===== config.mk =====
export PLATFORM = sky130hd
export DESIGN_NAME = display_update_ctrl_flat
export DESIGN_NICKNAME = d
export VERILOG_FILES = /design/src/rtl/display_update_if.sv /design/src/rtl/display_update_ctrl.sv /design/src/flat_wrapper.sv
export SDC_FILE = /design/constraint.sdc
export NUM_CORES = 1
export LEC_CHECK = 0
export ABC_CLOCK_PERIOD_IN_PS = 2500
export CAP_MARGIN = 20
export CORE_MARGIN = 3
export CORE_UTILIZATION = 30
export CTS_BUF_LIST = sky130_fd_sc_hd__clkbuf_4 sky130_fd_sc_hd__clkbuf_8
export CTS_CLUSTER_DIAMETER = 50
export DETAILED_ROUTE_END_ITERATION = 12
export GPL_ROUTABILITY_DRIVEN = 0
export HOLD_SLACK_MARGIN = 0.08
export PLACE_DENSITY = 0.54
export REMOVE_ABC_BUFFERS = 1
export SYNTH_ARGS = -nofsm -noshare
export SYNTH_HDL_FRONTEND = slang
export SYNTH_SLANG_ARGS = --single-unit

===== constraint.sdc =====
create_clock -name clk -period 2.5 [get_ports clk]
set_clock_uncertainty 0.1 [all_clocks]
set_input_delay 0.25 -clock clk [delete_from_list [all_inputs] [get_ports clk]]
set_output_delay 0.25 -clock clk [all_outputs]
set_load 0.02 [all_outputs]

===== src/rtl/display_update_if.sv =====
// Result-to-display bus between the CPU result register and the
// seven-segment driver.
//   value     : two's-complement result presented by the CPU side
//   negative  : sign of the displayed value
//   digit0..4 : BCD digits of the magnitude, digit0 least significant
//   update    : one-cycle pulse when the displayed value changes
//   busy      : controller is converting or holding
interface display_update_if;
  logic [15:0] value;
  logic        negative;
  logic [3:0]  digit0;
  logic [3:0]  digit1;
  logic [3:0]  digit2;
  logic [3:0]  digit3;
  logic [3:0]  digit4;
  logic        update;
  logic        busy;

  modport master (
    output value,
    input  negative, digit0, digit1, digit2, digit3, digit4, update, busy
  );

  modport slave (
    input  value,
    output negative, digit0, digit1, digit2, digit3, digit4, update, busy
  );
endinterface


===== src/rtl/display_update_ctrl.sv =====
// Rate-limited binary-to-decimal display controller. Watches a 16-bit
// signed result, converts it to sign + five BCD digits with an iterative
// double-dabble (16 shift cycles) and holds each shown value for at least
// HOLD_CYCLES clocks.
//   clk : system clock, rising edge
//   KEY : synchronous active-low reset
//   bus : display_update_if slave (value in; sign, digits, update, busy out)
module display_update_ctrl #(
  parameter int unsigned HOLD_CYCLES = 5_000_000
) (
  input  logic             clk,
  input  logic             KEY,
  display_update_if.slave  bus
);

  localparam int unsigned HOLD_W = (HOLD_CYCLES > 1) ? $clog2(HOLD_CYCLES) : 1;
  localparam logic [HOLD_W-1:0] HOLD_LOAD =
    (HOLD_CYCLES > 0) ? HOLD_W'(HOLD_CYCLES - 1) : '0;

  typedef enum logic [1:0] {
    ST_IDLE,
    ST_SHIFT,
    ST_DONE,
    ST_HOLD
  } state_t;

  state_t            state_q, state_d;
  logic [15:0]       src_q, src_d;
  logic              init_q, init_d;
  logic              sign_q, sign_d;
  logic [15:0]       mag_q, mag_d;
  logic [19:0]       bcd_q, bcd_d;
  logic [4:0]        cnt_q, cnt_d;
  logic [HOLD_W-1:0] hold_q, hold_d;
  logic [19:0]       disp_q, disp_d;
  logic              neg_q, neg_d;
  logic              upd_q, upd_d;
  logic              busy_q, busy_d;
  logic [19:0]       bcd_adj;

  // Next-state and datapath for the capture / convert / show / hold sequence
  always_comb begin
    state_d = state_q;
    src_d   = src_q;
    init_d  = init_q;
    sign_d  = sign_q;
    mag_d   = mag_q;
    bcd_d   = bcd_q;
    cnt_d   = cnt_q;
    hold_d  = hold_q;
    disp_d  = disp_q;
    neg_d   = neg_q;
    upd_d   = 1'b0;
    busy_d  = busy_q;
    bcd_adj = bcd_q;

    // Double-dabble correction: any digit >= 5 gets +3 before the shift
    for (int i = 0; i < 5; i++) begin
      if (bcd_q[4*i +: 4] >= 4'd5) begin
        bcd_adj[4*i +: 4] = bcd_q[4*i +: 4] + 4'd3;
      end
    end

    case (state_q)
      ST_IDLE: begin
        if (init_q || (bus.value != src_q)) begin
          src_d   = bus.value;
          sign_d  = bus.value[15];
          init_d  = 1'b0;
          // Modulo-16 negation: -32768 maps to 0x8000 read as unsigned 32768
          mag_d   = bus.value[15] ? 16'(~bus.value + 16'd1) : bus.value;
          bcd_d   = '0;
          cnt_d   = '0;
          busy_d  = 1'b1;
          state_d = ST_SHIFT;
        end
      end

      ST_SHIFT: begin
        {bcd_d, mag_d} = {bcd_adj[18:0], mag_q, 1'b0};
        cnt_d = cnt_q + 5'd1;
        if (cnt_q == 5'd15) begin
          state_d = ST_DONE;
        end
      end

      ST_DONE: begin
        disp_d = bcd_q;
        neg_d  = sign_q;
        upd_d  = 1'b1;
        hold_d = HOLD_LOAD;
        if (HOLD_CYCLES == 0) begin
          busy_d  = 1'b0;
          state_d = ST_IDLE;
        end else begin
          state_d = ST_HOLD;
        end
      end

      ST_HOLD: begin
        if (hold_q == '0) begin
          busy_d  = 1'b0;
          state_d = ST_IDLE;
        end else begin
          hold_d = hold_q - HOLD_W'(1);
        end
      end

      default: begin
        state_d = ST_IDLE;
      end
    endcase
  end

  // State and output registers; reset abandons any conversion in flight
  always_ff @(posedge clk) begin
    if (!KEY) begin
      state_q <= ST_IDLE;
      src_q   <= '0;
      init_q  <= 1'b1;
      sign_q  <= 1'b0;
      mag_q   <= '0;
      bcd_q   <= '0;
      cnt_q   <= '0;
      hold_q  <= '0;
      disp_q  <= '0;
      neg_q   <= 1'b0;
      upd_q   <= 1'b0;
      busy_q  <= 1'b0;
    end else begin
      state_q <= state_d;
      src_q   <= src_d;
      init_q  <= init_d;
      sign_q  <= sign_d;
      mag_q   <= mag_d;
      bcd_q   <= bcd_d;
      cnt_q   <= cnt_d;
      hold_q  <= hold_d;
      disp_q  <= disp_d;
      neg_q   <= neg_d;
      upd_q   <= upd_d;
      busy_q  <= busy_d;
    end
  end

  assign bus.negative = neg_q;
  assign bus.digit0   = disp_q[3:0];
  assign bus.digit1   = disp_q[7:4];
  assign bus.digit2   = disp_q[11:8];
  assign bus.digit3   = disp_q[15:12];
  assign bus.digit4   = disp_q[19:16];
  assign bus.update   = upd_q;
  assign bus.busy     = busy_q;

endmodule


===== src/flat_wrapper.sv =====
// flat-port wrapper written by rule: the top's interface ports become plain ports
module display_update_ctrl_flat 
#(
  parameter int unsigned HOLD_CYCLES = 5_000_000
)
  (clk, KEY, bus_value, bus_negative, bus_digit0, bus_digit1, bus_digit2, bus_digit3, bus_digit4, bus_update, bus_busy);
  display_update_if bus_i ();
  input  logic clk;
  input  logic KEY;
  input wire logic [$bits(bus_i.value)-1:0] bus_value;
  output wire logic [$bits(bus_i.negative)-1:0] bus_negative;
  output wire logic [$bits(bus_i.digit0)-1:0] bus_digit0;
  output wire logic [$bits(bus_i.digit1)-1:0] bus_digit1;
  output wire logic [$bits(bus_i.digit2)-1:0] bus_digit2;
  output wire logic [$bits(bus_i.digit3)-1:0] bus_digit3;
  output wire logic [$bits(bus_i.digit4)-1:0] bus_digit4;
  output wire logic [$bits(bus_i.update)-1:0] bus_update;
  output wire logic [$bits(bus_i.busy)-1:0] bus_busy;
  assign bus_i.value = bus_value;
  assign bus_negative = bus_i.negative;
  assign bus_digit0 = bus_i.digit0;
  assign bus_digit1 = bus_i.digit1;
  assign bus_digit2 = bus_i.digit2;
  assign bus_digit3 = bus_i.digit3;
  assign bus_digit4 = bus_i.digit4;
  assign bus_update = bus_i.update;
  assign bus_busy = bus_i.busy;
  display_update_ctrl #(.HOLD_CYCLES(HOLD_CYCLES)) u_core (.clk(clk), .KEY(KEY), .bus(bus_i));
endmodule

======== Word-level counts from Yosys, hierarchy flattened ========
Cells that the tools add are included.
storage, ports and cells
  memories kept ........................... 0
  register bits after elaboration ......... 107
  bits in writable memories ............... 0
  output and inout port bits .............. 23
  latch bits .............................. 0
  bits in read-only memories .............. 0
  logic and storage cells ................. 68
  input bits .............................. 18
cells by class
  muxes and demuxes ....................... 22
  $lt $le $gt $ge ......................... 5
  $add $sub $neg .......................... 8
  eq/ne operators ......................... 9
  divide/modulo/power cells ............... 0
  reductions and logical operators ........ 11
  multipliers ............................. 0
  bitwise gates (word level) .............. 1
  shifts and indexed selects .............. 0
operators by type and width
  kind                                                    count
  case mux 23 bit (2 select lines)                        1
  case mux 20 bit (2 select lines)                        1
  two-way mux 16 bit                                      2
  case mux 16 bit (2 select lines)                        1
  logical NOT 23 bit                                      1
  two-way mux 23 bit                                      1
  subtractor 23 x 1 -> 23 bit (second input constant)     1
  >= comparator 4 x 3 -> 1 bit (second input constant)    5
  two-way mux 20 bit                                      1
  adder 16 x 1 -> 16 bit (second input constant)          1
  adder 4 x 2 -> 4 bit (second input constant)            4
  two-way mux 4 bit                                       4
  inequality test 16 bit                                  1
  inverter 16 bit                                         1
  case mux 5 bit (2 select lines)                         1
  case mux 2 bit (4 select lines)                         1
  two-way mux 2 bit                                       3
  inequality test 2 x 1 -> 1 bit (second input constant)  3
  AND reduction 2 bit                                     3
  AND reduction 3 bit                                     2
  nonzero test 2 bit                                      3
  adder 5 x 1 -> 5 bit (second input constant)            1
  == test 5 x 4 -> 1 bit (second input constant)          1
  two-way mux 5 bit                                       1
  other kinds (9)                                         12

======== Depth between registers and ports, before layout ========
Gate-level depths: netlist of run 1.
  depth after elaboration ................. 5
  depth in mapped cells ................... 9
  depth with buffers taken out ............ 8

======== Worst setup path before layout of run 1 ========
No wires, ideal clock.
  path kind ............................... input port to flip-flop
  start point ............................. in bus_value[7]
  end point ............................... reg u_core.mag_q[13]
  required time ........................... 2.299 ns
  library setup time ...................... 0.101 ns
  buffers on the path ..................... 1
  path slack .............................. 0.345 ns
  stages on the path ...................... 7
  arrival time ............................ 1.954 ns
  cell sequence ........................... clkbuf_2 or4_4 or3_4 o31ai_1 xnor2_1 nor2_1 o41ai_1
between the ends
  word-level cells in the longest chain between the ends .. 5
  elaborated cells on any way between the ends .. 9
  classes of those cells .................. add/sub: 1; eq/ne: 2; mux: 3; bitwise: 1; reduce/logical: 2
ends and longest elaborated chain
  item                              RTL line                    source
  start: declaration                flat_wrapper.sv:10          input wire logic [$bits(bus_i.value)-1:0] bus_value;
  inverter 16 bit                   display_update_ctrl.sv:71   mag_d = bus.value[15] ? 16'(~bus.value + 16'd1) : bus.value;
  adder 16 x 1 -> 16 bit            display_update_ctrl.sv:71
  two-way mux 16 bit                display_update_ctrl.sv:71
  two-way mux 16 bit                display_update_ctrl.sv:66   if (init_q || (bus.value != src_q)) begin
  case mux 16 bit (2 select lines)  display_update_ctrl.sv:64   case (state_q)
  end signal: assignment            display_update_ctrl.sv:135  mag_q <= mag_d;
  end: declaration                  display_update_ctrl.sv:31   logic [15:0] mag_q, mag_d;
Parallel ways exist; a longest one is shown, timed or not. The select of a mux whose other input is x is not followed.
A chain may end at the register's enable or synchronous reset.

======== Worst setup path in the final report of run 1 ========
  start point ............................. reg u_core.hold_q[2]
  end point ............................... reg u_core.hold_q[13]
between the ends
  word-level cells in the longest chain between the ends .. 3
  elaborated cells on any way between the ends .. 6
  classes of those cells .................. add/sub: 1; eq/ne: 1; mux: 2; reduce/logical: 2
ends and longest elaborated chain
  item                                                                     RTL line                                                source
  start: declaration                                                       display_update_ctrl.sv:34                               logic [HOLD_W-1:0] hold_q, hold_d;
  start signal: assignment                                                 display_update_ctrl.sv:138                              hold_q <= hold_d;
  subtractor 23 x 1 -> 23 bit or logical NOT 23 bit (tied branches)        display_update_ctrl.sv:105, display_update_ctrl.sv:101
  two-way mux 23 bit or inequality test 2 bit (tied branches)              --
  case mux 23 bit (2 select lines) or AND reduction 2 bit (tied branches)  --
Parallel ways exist; a longest one is shown, timed or not. The select of a mux whose other input is x is not followed.

==> results of run 1 <==
==> stage by stage <==
| step | total power (uW) | setup WS [ps] | hold slack (ps) |
|---|---|---|---|
| final | 5910 | 226 | 238 |
| after global routing | 6330 | 63.9 | 247 |
| after CTS | 5950 | 240 | 229 |
| after detailed placement | 4880 | -93.7 | 350 |
| after global placement | 4800 | -25.8 | 342 |
| after floorplan | 3920 | -0.874 | 226 |
==> path summary, 6_finish.rpt <==
kind | from | end | slack (ps) | cells past startpoint
max reg2reg | u_core.hold_q[2] | u_core.hold_q[13] | 230 | 6
min reg2reg | u_core.mag_q[6] | u_core.mag_q[6] | 360 | 2
min | KEY | u_core.init_q | 240 | 3
max | u_core.hold_q[2] | u_core.hold_q[13] | 230 | 6
==> final cells by class <==
type,count,area share (%)
Sequential cell,106,33.2
Tap cell,225,4.40
Timing Repair Buffer,77,11.3
Inverter,23,1.35
Clock buffer,13,2.70
Clock inverter,3,0.332
Multi-Input combinational cell,459,46.8
==> where the power goes <==
group / internal, uW / total (uW) / switching, uW / leakage [uW]
combinational: 1050 / 2620 / 1580 / 0.00131
clock: 459 / 1060 / 597 / 0.0000995
sequential: 2000 / 2230 / 234 / 0.000864
==> cell usage in the layout (no fill, tap or decap), drive strengths merged, types with 2 or more instances in the layout <==
cell           synthesis  routed
ha                    18      18
o221ai                 2       2
mux2i                 28      28
nand3                 41      41
a32o                   2       2
dfxtp                106     106
nor4                   9       9
nor2b                  3       3
a31oi                  2       2
o31ai                 13      13
a21boi                 4       4
o311ai                 9       9
or4                    6       6
inv                   22      24
o41ai                  9       9
nor2                  49      49
nand4                 11      11
o21ai                 40      40
o211ai                 4       4
nand4b                 3       3
clkbuf                29      13
clkdlybuf4s50          0      39
a21oi                 42      42
nor3                  16      16
or3                    7       7
nand2                 63      63
xor2                  13      13
buf                   13      38
nand2b                 8       8
or2                    5       5
and3                   2       2
xnor2                 38      38
==> worst min-delay path, delay by kind of cell <==
family / cells / cell delay, ps
buffers and inverters: 2 / 320
AOI/OAI and AO/OA: 1 / 90
==> logic make-up (layout without fill, tap and decap cells) <==
kind of cell	Yosys count	in the layout
AOI/OAI and AO/OA	134	134
xor gates and xnor gates	51	51
adders and majority gates	18	18
buffers and inverters	65	116
DFF	106	106
muxes	29	29
and+or+nand+nor	227	227
==> state kept, by name, summed over array words and instances (netlist names), 2 cells and up <==
register and cells:
u_core.hold_q 23, u_core.bcd_q 20, u_core.disp_q 20, u_core.mag_q 16, u_core.src_q 15, u_core.cnt_q 5
u_core.state_q 2
==> layer usage <==
| layer | vias to the layer above | part of all wire (%) | track usage (%) |
|---|---|---|---|
| met5 | - | 0 | 0 |
| met4 | 0 | 1.5 | 3.88 |
| met3 | 14 | 2.6 | 2.49 |
| met2 | 71 | 45 | 20.8 |
| met1 | 2173 | 51 | 18.6 |
| li1 | 2317 | - | - |
==> summary.md, run 1 <==
| Metric | Value |
|---|---|
| Status | `completed` |
| # IOs | `41` |
| Hpwl dp | `9040 um` |
| Power density cells | `923 mW/mm2` |
| Vias in the first global route | `4372` |
| Final wirelength | `~13000 um` |
| Non-Filler Cell Area, Final | `about 0.0064 mm2` |
| FILL cells | `1799` |
| Critical Path Max Stage Delay | `560 ps` |
| Clock Path Buffers | `2` |
| Setup TNS Final | `0 ps` |
| Sequential share of the synthesized area | `39.4%` |
| Avg WL per Cell | `14.2 um` |
| # port buffers | `40` |
| Yosys warns | `0` |
| TritonCTS clock tree | `done` |
| DRT antenna net count | `0` |
| Number of gates resized after CTS | `0` |
| Core area | `between 0.015 and 0.02 mm2` |
| Post-CTS Setup Bufs | `0` |
| Drt first-iter violations | `277` |
| Initial Util | `30.9%` |
| Crit path DAT | `2430 ps` |
| Multi-input logic area | `roughly 0.0030 mm2` |
| Top-count cell post-synth | `dfxtp_1` |
| Synth top cells by count | `106 x dfxtp_1, 62 x nand2_1, 49 x nor2_1` |
| Final cycle utilization of the critical path | `roughly nine tenths` |
| Inserted Diodes | `0` |
| Setup violators final | `0` |
| Layout cells sized above 1 | `11.5%` |
| Seq cells post-synth | `106` |
| Top cells by area, synth | `dfxtp_1 39%, xnor2_1 6.2%, mux2i_1 5.2%` |
| Avg Cell Area, Syn | `8.54 um2` |
| Drc violations | `0` |
| Synth cell types | `61` |
| Max Freq | `440 MHz` |
| Hold buffers post-CTS | `0` |
| Die width | `140 um` |
| Synth Flop Type | `dfxtp_1` |
| Area Growth Syn to Fin | `18.9%` |
| CTS buffer count | `9` |
| Slowest CP cell | `or4_4` |
| Drt first pass iters | `4` |
| Die height | `between 100 and 150 um` |
| Final #Nets | `712` |
| Synth Area in Adders | `~4.2%` |
| RSZ-0062 raised after global routing | `false` |
| Final Core Density | `36.8%` |
| Synth Area in Simple Gates | `21.4%` |
| Critical path, cell by cell | `nor4_4, nand2_2, or4_4, or3_1, nand4_1, o31ai_2` |
| Synth area leader | `dfxtp_1` |
| Inst Count DP | `890` |
| Mux contribution to synthesized area | `5.42%` |
| Cell Area, Placed | `0.00621 mm2` |
| Fin crit period | `2270 ps` |
| Sink Count | `106` |
| Antenna violations before repair | `0` |
| Die area | `approximately 0.020 mm2` |
| Vias post-DR | `4575` |
| Slew Limit Fails | `0` |
| CTS root buf | `clkbuf_8` |
| Post-synthesis async set-or-reset flop share | `0%` |
| Max-cap violations | `0` |
| Clock-pin slew on the worst setup and hold paths | `~100 ps` |
| Number of synthesized flops with an enable pin | `0` |
| Largest family of logic cells by synthesized area | `simple AND/OR/NAND/NOR gates` |
| Xor/xnor share of the synthesized area | `8.30%` |
| CP Buf/Inv Count | `0` |
| Mapped Area | `0.00538 mm2` |
| Compound-gate portion of the synthesized area | `approximately 16%` |
| Clk Latency, worst-skew pair | `370 ps` |
| H-tree levels | `3` |
| Post-synthesis cell count | `630` |
| Total Routing Usage GR | `13.3%` |
| Final Non-Filler Cells | `906` |
| Req. time, crit path | `2660 ps` |
| Largest net degree at the start of global routing | `67` |
| Count of final hold-check violations | `0` |
| WS Path Type | `flip-flop to flip-flop` |
| Cell Rows | `48` |
| Worst-margin pin slew | `about 640 ps` |
| Vias per cell | `5.05` |
| Wire length of the first global-routing pass | `21600 um` |
| Critical path peak fanout | `6` |
| Min-Delay Path Class | `input port to flip-flop` |
| LEAKAGE | `around 0.0023 uW` |
| Worst relative slew slack | `56.9%` |
| Yosys top cell area share | `39.4%` |
| Reg area | `0.00212 mm2` |
| GRT Residual Overflow | `0` |
| Crit path max-delay family | `simple AND/OR/NAND/NOR gates` |
| Worst Setup Start Kind | `flip-flop` |
| Peak supply drop | `~530 uV` |
| Setup crit end kind | `flip-flop` |
No activity file was read; power rests on OpenSTA's default activity.
==> inputs of run 2 (changes only) <==
Settings changed: TNS_END_PERCENT set to 10.
==> results of run 2 <==
Same layout as run 1: the final DEF is identical, and so are final timing and power.
==> inputs of run 3 (changes only) <==
Settings changed: CORE_UTILIZATION 30 to 58, GPL_TIMING_DRIVEN set to 0, PLACE_DENSITY 0.54 to 0.86.
==> run 3 against run 2 <==
  * Design area decreased by 4.7%
  * First-iteration DRC count increased by 17%
  * Worst hold slack got worse by 54 ps
  * Sequential share of layout area increased by 1.6 points
  * Non-clock buffer count decreased by 28
  * Power decreased by 3.1%
  * Count of clock-buffer cells in the layout decreased by 1
  * Critical path depth unchanged
  * Critical path type is now input port to flip-flop
  * Critical endpoint is now u_core.bcd_q[0]
==> summary.md, run 3 (same netlist as run 1, synthesis figures left out) <==
| Metric | Value |
|---|---|
| Final cycle utilization of the critical path | `95.0% (was 90.9%)` |
| Count of final hold-check violations | `0 (unchanged)` |
| Vias in the first global route | `4430 (was 4372)` |
| Min-Delay Path Class | `input port to flip-flop (unchanged)` |
| Hold path depth | `3 (unchanged)` |
| Drt first-iter violations | `325 (was 277)` |
| Final #Nets | `684 (was 712)` |
| Avg WL per Cell | `15.7 um (was 14.2 um)` |
| Req. time, crit path | `2650 ps (was 2660 ps)` |
| Hpwl dp | `8230 um (was 9040 um)` |
| Die height | `102 um (was 140 um)` |
| Inst Count DP | `740 (was 890)` |
| FF-to-FF Start | `u_core.state_q[1] (was u_core.hold_q[2])` |
| Initial Util | `60.8% (was 30.9%)` |
| Critical path peak fanout | `21 (was 6)` |
| Most frequent cells in the layout | `106 x dfxtp_1, 62 x nand2_1, 48 x nor2_1 (was 106 x dfxtp_1, 62 x nand2_1, 49 x nor2_1)` |
| # port buffers | `40 (unchanged)` |
| Crit path DAT | `2520 ps (was 2430 ps)` |
| Clk Latency, worst-skew pair | `380 ps (was 370 ps)` |
| H-tree levels | `3 (unchanged)` |
| TritonCTS clock tree | `done (unchanged)` |
| Area Growth Syn to Fin | `13.3% (was 18.9%)` |
| Core area | `0.00885 mm2 (was 0.0174 mm2)` |
| WS Path Type | `input port to flip-flop (was flip-flop to flip-flop)` |
| Antenna violations before repair | `0 (unchanged)` |
| Final wirelength | `12000 um (was 12900 um)` |
| CP Capture Point | `u_core.bcd_q[0] (was u_core.hold_q[13])` |
| CTS root buf | `clkbuf_8 (unchanged)` |
| RSZ-0062 raised after global routing | `false (unchanged)` |
| Layout cells sized above 1 | `8.58% (was 11.5%)` |
| Cell Rows | `34 (was 48)` |
| Drc violations | `0 (unchanged)` |
| Largest Register | `u_core.hold_q (unchanged)` |
| Status | `completed (unchanged)` |
| Wire length of the first global-routing pass | `20000 um (was 21600 um)` |
| Fin crit period | `2370 ps (was 2270 ps)` |
| Setup crit end kind | `flip-flop (unchanged)` |
| # IOs | `41 (unchanged)` |
| Vias post-DR | `4653 (was 4575)` |
| Vias per cell | `6.11 (was 5.05)` |
| Top flop regs | `u_core.hold_q: 23 flops, u_core.bcd_q: 20 flops, u_core.disp_q: 20 flops (unchanged)` |
| FILL cells | `684 (was 1799)` |
| GRT Residual Overflow | `0 (unchanged)` |
| Total Routing Usage GR | `23.5% (was 13.3%)` |
| Clock-pin slew on the worst setup and hold paths | `100 ps (about the same)` |
| Hold buffers post-CTS | `0 (unchanged)` |
| Largest net degree at the start of global routing | `53 (was 67)` |
| Most common cell after layout, fill and taps aside | `dfxtp_1 (unchanged)` |
| Flop2flop setup slack | `140 ps (was 230 ps)` |
| DRT antenna net count | `0 (unchanged)` |
| Setup TNS Final | `0 ps (unchanged)` |
| Reg2reg path depth | `5 (was 6)` |
| Worst Setup Start Kind | `input port (was flip-flop)` |
| Final Non-Filler Cells | `761 (was 906)` |
| Worst relative slew slack | `54.3% (was 56.9%)` |
| Final Core Density | `68.9% (was 36.8%)` |
| Die width | `102 um (was 140 um)` |
| Worst-margin pin slew | `686 ps (was 643 ps)` |
| Slew Limit Fails | `0 (unchanged)` |
| Inserted Diodes | `0 (unchanged)` |
| Drt first pass iters | `6 (was 4)` |
| Max FFs per register | `23 (unchanged)` |
| Max-cap violations | `0 (unchanged)` |
| CTS buffer count | `9 (unchanged)` |
| RR Endpoint | `u_core.bcd_q[12] (was u_core.hold_q[13])` |
| LEAKAGE | `0.00216 uW (was 0.00227 uW)` |
| Power density cells | `939 mW/mm2 (was 923 mW/mm2)` |
| Setup violators final | `0 (unchanged)` |
| Die area | `0.0105 mm2 (was 0.0196 mm2)` |
| Crit. Startpoint | `bus_value[15] (was u_core.hold_q[2])` |
| Max Freq | `421 MHz (was 440 MHz)` |
| Sink Count | `106 (unchanged)` |
| Clock Path Buffers | `2 (unchanged)` |
| Peak supply drop | `489 uV (was 527 uV)` |
==> run 3: cell count changes in the layout (fill, tap and decap cells not counted), sizes merged <==
cell / before / now
inv: 24 / 22
buf: 38 / 10
clkinv: 1 / 3
dlymetal6s2s: 0 / 2
clkdlybuf4s50: 39 / 37
clkbuf: 13 / 12
clkinvlp: 1 / 2
==> run 3: worst min path at each step <==
stage	startpoint	endpoint	slack (ps)
CTS	KEY	u_core.src_q[6]	180
global placement	u_core.mag_q[5]	u_core.mag_q[5]	340
global route	KEY	u_core.src_q[4]	200
floorplan	KEY	u_core.init_q	230
finish	KEY	u_core.src_q[6]	180
detailed placement	u_core.mag_q[4]	u_core.mag_q[4]	350
==> run 3: routing by layer <==
metal | track usage, % | wire, um | vias to the layer above
li1 | - | - | 2258
met1 | 28.2 | 5070 | 2229
met2 | 42.1 | 6110 | 147
met3 | 4.23 | 603 | 19
met4 | 8.17 | 187 | 0
met5 | 0 | 0 | -
==> run 3: repair_timing <==
| item | 4_1_cts | 5_1_grt |
|---|---|---|
| pin swaps | 0 | 1 |
| setup endpoints to repair | 44 | 7 |
| setup buffers | 0 | 5 |
| resized for setup | 7 | 3 |
==> run 3: area by class of cell <==
class / count / area [um2] / area share [%]
multi-input cells: 459 / 3030 / 49.7
clock buffers: 12 / 153 / 2.50
inverters: 23 / 91.3 / 1.50
flip-flops and latches: 106 / 2120 / 34.8
well taps: 108 / 135 / 2.22
clock inverters: 4 / 36.3 / 0.595
repair buffers: 49 / 533 / 8.74
==> run 3: per-stage QoR <==
stage	hold WS (ps)	area, um2	total power, uW	setup WS [ps]
floorplan	226	5200	3920	-0.874
global placement	340	5740	4400	-3450
detailed placement	347	5830	4600	-533
CTS	184	6050	5650	90.6
global route	200	6100	6070	0.0677
finish	184	6100	5730	126
==> run 3: report_power, final <==
part / switching (uW) / internal (uW)
Combinational: 1530 / 929
Sequential: 249 / 2000
Clock: 600 / 423
Total: 2380 / 3350
==> run 3: critical path, stage by stage <==
cell and delay, ps:
clkdlybuf4s50_1 880, xor2_1 170, nor3_2 340, and3_2 510, nand2b_1 240, o32ai_1 110
